`src/rtl/board_shuffler.sv`:
```
// board_shuffler: fills a 16-entry tile RAM with 8 symbol pairs and Fisher-Yates shuffles it using an LFSR
module board_shuffler #(
  parameter logic [15:0] DEF_SEED = 16'hACE1
) (
  input  logic        pixelClk,
  input  logic        resetn,
  input  logic        start,
  input  logic        abort,
  input  logic [15:0] seed,
  output logic [3:0]  ram_addr,
  output logic [7:0]  ram_wdata,
  output logic        ram_we,
  input  logic [7:0]  ram_rdata,
  output logic        busy,
  output logic        done
);
  typedef enum logic [3:0] {IDLE, FILL, PICK, RD_I, RD_J, CAP_J, WR_I, WR_J, DONE} state_t;
  state_t state, state_n;
  logic [3:0] i, i_n, j, j_n, mask, pick, addr_n;
  logic [15:0] lfsr, lfsr_n;
  logic [7:0] tile_i, tile_i_n, wd_n;
  logic we_n;
  assign mask = i[3] ? 4'hF : i[2] ? 4'h7 : i[1] ? 4'h3 : 4'h1;
  assign pick = lfsr[3:0] & mask;
  assign busy = state != IDLE && state != DONE;
  assign done = state == DONE;
  // next state plus next values of the registered RAM port; RAM outputs are decided one cycle ahead
  always_comb begin
    state_n = state;
    i_n = i;
    j_n = j;
    lfsr_n = lfsr;
    tile_i_n = tile_i;
    we_n = 1'b0;
    addr_n = ram_addr;
    wd_n = ram_wdata;
    case (state)
      IDLE: if (start && !abort) begin
        state_n = FILL;
        lfsr_n = seed == 16'd0 ? DEF_SEED : seed;
        i_n = 4'd0;
        we_n = 1'b1;
        addr_n = 4'd0;
        wd_n = 8'd0;
      end
      FILL: if (i == 4'd15) state_n = PICK;
      else begin
        i_n = i + 4'd1;
        we_n = 1'b1;
        addr_n = i + 4'd1;
        wd_n = {5'd0, addr_n[3:1]};
      end
      PICK: begin
        lfsr_n = {lfsr[0] ^ lfsr[2] ^ lfsr[3] ^ lfsr[5], lfsr[15:1]};
        j_n = pick;
        if (pick <= i) begin
          state_n = RD_I;
          addr_n = i;
        end
      end
      RD_I: begin
        state_n = RD_J;
        addr_n = j;
      end
      RD_J: begin
        state_n = CAP_J;
        tile_i_n = ram_rdata;
      end
      CAP_J: begin
        state_n = WR_I;
        we_n = 1'b1;
        addr_n = i;
        wd_n = ram_rdata;
      end
      WR_I: begin
        state_n = WR_J;
        we_n = 1'b1;
        addr_n = j;
        wd_n = tile_i;
      end
      WR_J: begin
        state_n = i == 4'd1 ? DONE : PICK;
        i_n = i == 4'd1 ? i : i - 4'd1;
      end
      DONE: state_n = IDLE;
      default: state_n = IDLE;
    endcase
    if (abort && state != IDLE) begin
      state_n = IDLE;
      we_n = 1'b0;
    end
  end
  // state and datapath registers, including the registered RAM port
  always_ff @(posedge pixelClk or negedge resetn) begin
    if (!resetn) begin
      state <= IDLE;
      i <= 4'd0;
      j <= 4'd0;
      lfsr <= DEF_SEED;
      tile_i <= 8'd0;
      ram_we <= 1'b0;
      ram_addr <= 4'd0;
      ram_wdata <= 8'd0;
    end else begin
      state <= state_n;
      i <= i_n;
      j <= j_n;
      lfsr <= lfsr_n;
      tile_i <= tile_i_n;
      ram_we <= we_n;
      ram_addr <= addr_n;
      ram_wdata <= wd_n;
    end
  end
endmodule

```
`config.mk`:
```
export PLATFORM = sky130hd
export DESIGN_NAME = board_shuffler
export DESIGN_NICKNAME = d
export VERILOG_FILES = /design/src/rtl/board_shuffler.sv
export SDC_FILE = /design/constraint.sdc
export NUM_CORES = 1
export LEC_CHECK = 0
export ABC_AREA = 0
export CORE_AREA = 2 2 74 76
export CTS_BUF_LIST = sky130_fd_sc_hd__clkbuf_8
export DETAILED_ROUTE_END_ITERATION = 8
export DIE_AREA = 0 0 76 78
export GPL_TIMING_DRIVEN = 0
export PLACE_DENSITY = 0.79
export SLEW_MARGIN = 10
export SYNTH_ARGS = -nofsm -noshare
export SYNTH_HDL_FRONTEND = slang
export SYNTH_SLANG_ARGS = --single-unit
```
`constraint.sdc`:
```
create_clock -name pixelClk -period 6.46 [get_ports pixelClk]
set_input_delay 0.969 -clock pixelClk [delete_from_list [all_inputs] [get_ports pixelClk]]
set_output_delay 0.969 -clock pixelClk [all_outputs]
set_load 0.01 [all_outputs]
```
==> flow_metrics.env <==
export IMPL_clkSinkCount=49
export IMPL_die_area_sq_um=5930
export IMPL_syn_area_sq_um=2730
export IMPL_syn_nets=330
export IMPL_core_area_sq_um=5040
export IMPL_num_antenna_cells=0
export IMPL_finalMaxSlewViolations=0
export IMPL_critPathLaunch="state[2]"
export IMPL_setup_violations=0
export IMPL_p_switching_mw=0.458
export IMPL_track_usage_pct=22.7
export IMPL_rr_worst_depth=9
export IMPL_ys_seq_area_share_pct=45.2
export IMPL_htree_levels=2
export IMPL_r2r_start="i[3]"
export IMPL_dp_hpwl_um=4720
export IMPL_max_cap_violations=0
export IMPL_power_total_mw=1.18
export IMPL_cts_buffers=5
export IMPL_hold_end="lfsr[10]"
export IMPL_ys_ff_latch=49
export IMPL_crit_required_ps=5490
export IMPL_endpoint_kind="output port"
export IMPL_cts_root_buf="clkbuf_8"
export IMPL_worst_slew_pin_slew_ps=633
export IMPL_grt_max_degree=33
export IMPL_grt_pass1_vias=2378
export IMPL_async_flop_share_pct=100
export IMPL_p_seq_share_pct=40.4
export IMPL_p_int_mw=0.724
export IMPL_die_w_um=76
export IMPL_antenna_left=0
export IMPL_die_h_um=78
export IMPL_status="finished clean"
export IMPL_timing_fmax_mhz=326
export IMPL_synth_cell_types=51
export IMPL_path_clk_slew_ps=90
export IMPL_grt_setup_unrepaired="false"
export IMPL_antenna_found_initial=0
export IMPL_tns_ps=0
export IMPL_final_util_pct=66.4
export IMPL_r2r_setup_slack_ps=3880
export IMPL_hold_viol=0
export IMPL_cts_resized_gates=0
export IMPL_ir_drop_mv=0.215
export IMPL_grt_overflow=0
export IMPL_cp_max_fo=10
export IMPL_relSlewSlack_pct=57.5
export IMPL_portBuffers=42
export IMPL_fin_crit_ps=3060
export IMPL_pwr_share_clk_pct=15.6
export IMPL_postCtsSetupBuffers=0
export IMPL_critPathKind="flip-flop to output port"
export IMPL_place_congestion=0.854
export IMPL_fin_crit_sh_pct=47.4
export IMPL_drive_gt1_share_pct=14.1
export IMPL_arrival_ps=2090
export IMPL_pwr_share_comb_pct=44.0
export IMPL_post_drt_wl_per_cell_um=15.2
export IMPL_grt_pass1_wl_um=10900
export IMPL_first_pass_iters=4
export IMPL_hold_depth=2
export IMPL_clockBufferDepth=2
export IMPL_switching_share_pct=38.8
export IMPL_powerDensity_nw_per_um2=353
export IMPL_synth_main_ff_cell="dfrtp_1"
export IMPL_vias=2404
export IMPL_yosysWarnings=0
export IMPL_r2r_end="ram_addr[3]"
export IMPL_drt_iter0_drc=148
export IMPL_io_pins=43
export IMPL_start_util_pct=54.2
export IMPL_critPathLaunchType="flip-flop"
export IMPL_synth_cells=296
export IMPL_fin_skew_ps=7.31
export IMPL_synth_edf_count=0
export IMPL_clock_latency_ps=300
export IMPL_syn_to_final_growth_pct=22.4
export IMPL_hold_path_class="flip-flop to flip-flop"
export IMPL_p_leak_nw=1.44
export IMPL_nNetsFinal=380
export IMPL_row_count=26
export IMPL_detail_route_wirelength_um=6350
export IMPL_via_per_inst=5.76
export IMPL_cts_tree="yes"
export IMPL_hp_start="lfsr[10]"
export IMPL_holdBufCountCts=0
export IMPL_drc=0
export IMPL_syn_avg_cell_area_sq_um=9.23
Yosys cell counts, types with 2 or more instances:
library cell   n  area share (%)
nand3_1        9             1.6
a221o_1        2            0.73
buf_2          7             1.3
nor2_1        25             3.4
ha_1           6             2.7
o21ai_0       24             4.4
nor3b_1        2            0.55
nand4_1        2            0.46
or2_2          2            0.46
o21a_1         3            0.82
o22ai_1        2            0.46
nand2_1       44             6.0
clkbuf_1       5            0.69
nor4_1         4            0.92
dfrtp_1       41              38
nand2b_1       4            0.92
a21oi_1       15             2.7
mux2_2        10             4.1
a22oi_1       10             2.7
a22o_1         5             1.6
dfstp_2        8             7.7
inv_1         10             1.4
nor3_1         7             1.3
xor2_1         4             1.3
xnor2_1        4             1.3
nor2b_1        6             1.4
buf_4          3            0.82
a31oi_1        9             2.1
flip-flops by register name (all words and copies together) (netlist names):
name / flops
lfsr: 16
ram_wdata: 8
tile_i: 8
i: 4
j: 4
ram_addr: 4
state: 4
ram_we: 1
cell families after synthesis:
kind of cell / after synthesis / share of synthesized area [%]
and+or+nand+nor: 118 / 22.6
AOI/OAI and AO/OA: 79 / 18.4
DFF: 49 / 45.2
buffers and inverters: 26 / 4.35
muxes: 10 / 4.12
xor gates and xnor gates: 8 / 2.56
adders and majority gates: 6 / 2.75
per-stage QoR:
stage | instance area (sq um) | hold slack (ps) | instances | setup slack (ps)
2_1_floorplan | 2730 | 439 | 296 | 4300
3_3_place_gp | 3240 | 458 | 408 | 3000
3_5_place_dp | 3260 | 475 | 409 | 3580
4_1_cts | 3350 | 486 | 417 | 3390
5_1_grt | 3350 | 509 | 417 | 3250
6_report | 3350 | 480 | 417 | 3400
layout make-up:
cell class                      count  area, sq um
Fill cell                         407         1700
Multi-Input combinational cell    221         1380
Sequential cell                    49         1240
Timing Repair Buffer               43          435
Tap cell                           70         87.6
Buffer                             16         81.3
Clock buffer                        5         68.8
Inverter                           10         37.5
Clock inverter                      3         21.3
power groups by stage:
| stage | clock network, mW | registers, mW | logic [mW] |
|---|---|---|---|
| floorplan | 0 | 0.473 | 0.354 |
| global placement | 0 | 0.479 | 0.502 |
| detailed placement | 0 | 0.482 | 0.516 |
| CTS | 0.189 | 0.476 | 0.520 |
| global route | 0.203 | 0.492 | 0.580 |
| finish | 0.184 | 0.477 | 0.520 |
layout by cell type (no fill, tap or decap), drive strengths merged, types with 2 or more instances in the layout:
master and count:
xor2 4, a22o 5, o21a 3, o22ai 2
a21oi 15, nor2 25, inv 11, a22oi 10
dfrtp 41, dfstp 8, nor4b 2, nor3b 3
mux2 10, a31oi 10, nand2 44, buf 12
xnor2 4, o21ai 24, ha 6, nand3 9
nor4 5, clkbuf 11, nor3 8, a221o 2
clkdlybuf4s50 41, or2 4, nand2b 4, nor2b 6
nand4 2
worst max-delay path, stage by stage (launching register included):
cell	delay [ps]
dfrtp_1	490
buf_4	230
nor3_1	360
and2_1	180
clkdlybuf4s50_1	530
how the worst max path moves through the flow:
stage,cells after the start,slack (ps),to
after floorplan,9,4300,ram_addr[0]
after global placement,1,3000,tile_i[5]
after detailed placement,6,3580,lfsr[9]
after CTS,4,3390,done
after global routing,4,3250,done
final,4,3400,done
metal layers:
metal | up-vias | GRT usage, % | share of wire, %
li1 | 1155 | - | -
met1 | 1177 | 29.4 | 46
met2 | 62 | 37.9 | 48
met3 | 10 | 4.53 | 4.2
met4 | 0 | 8.36 | 1.9
met5 | - | 0 | 0
Note: power is estimated with default switching activity, not from simulation.
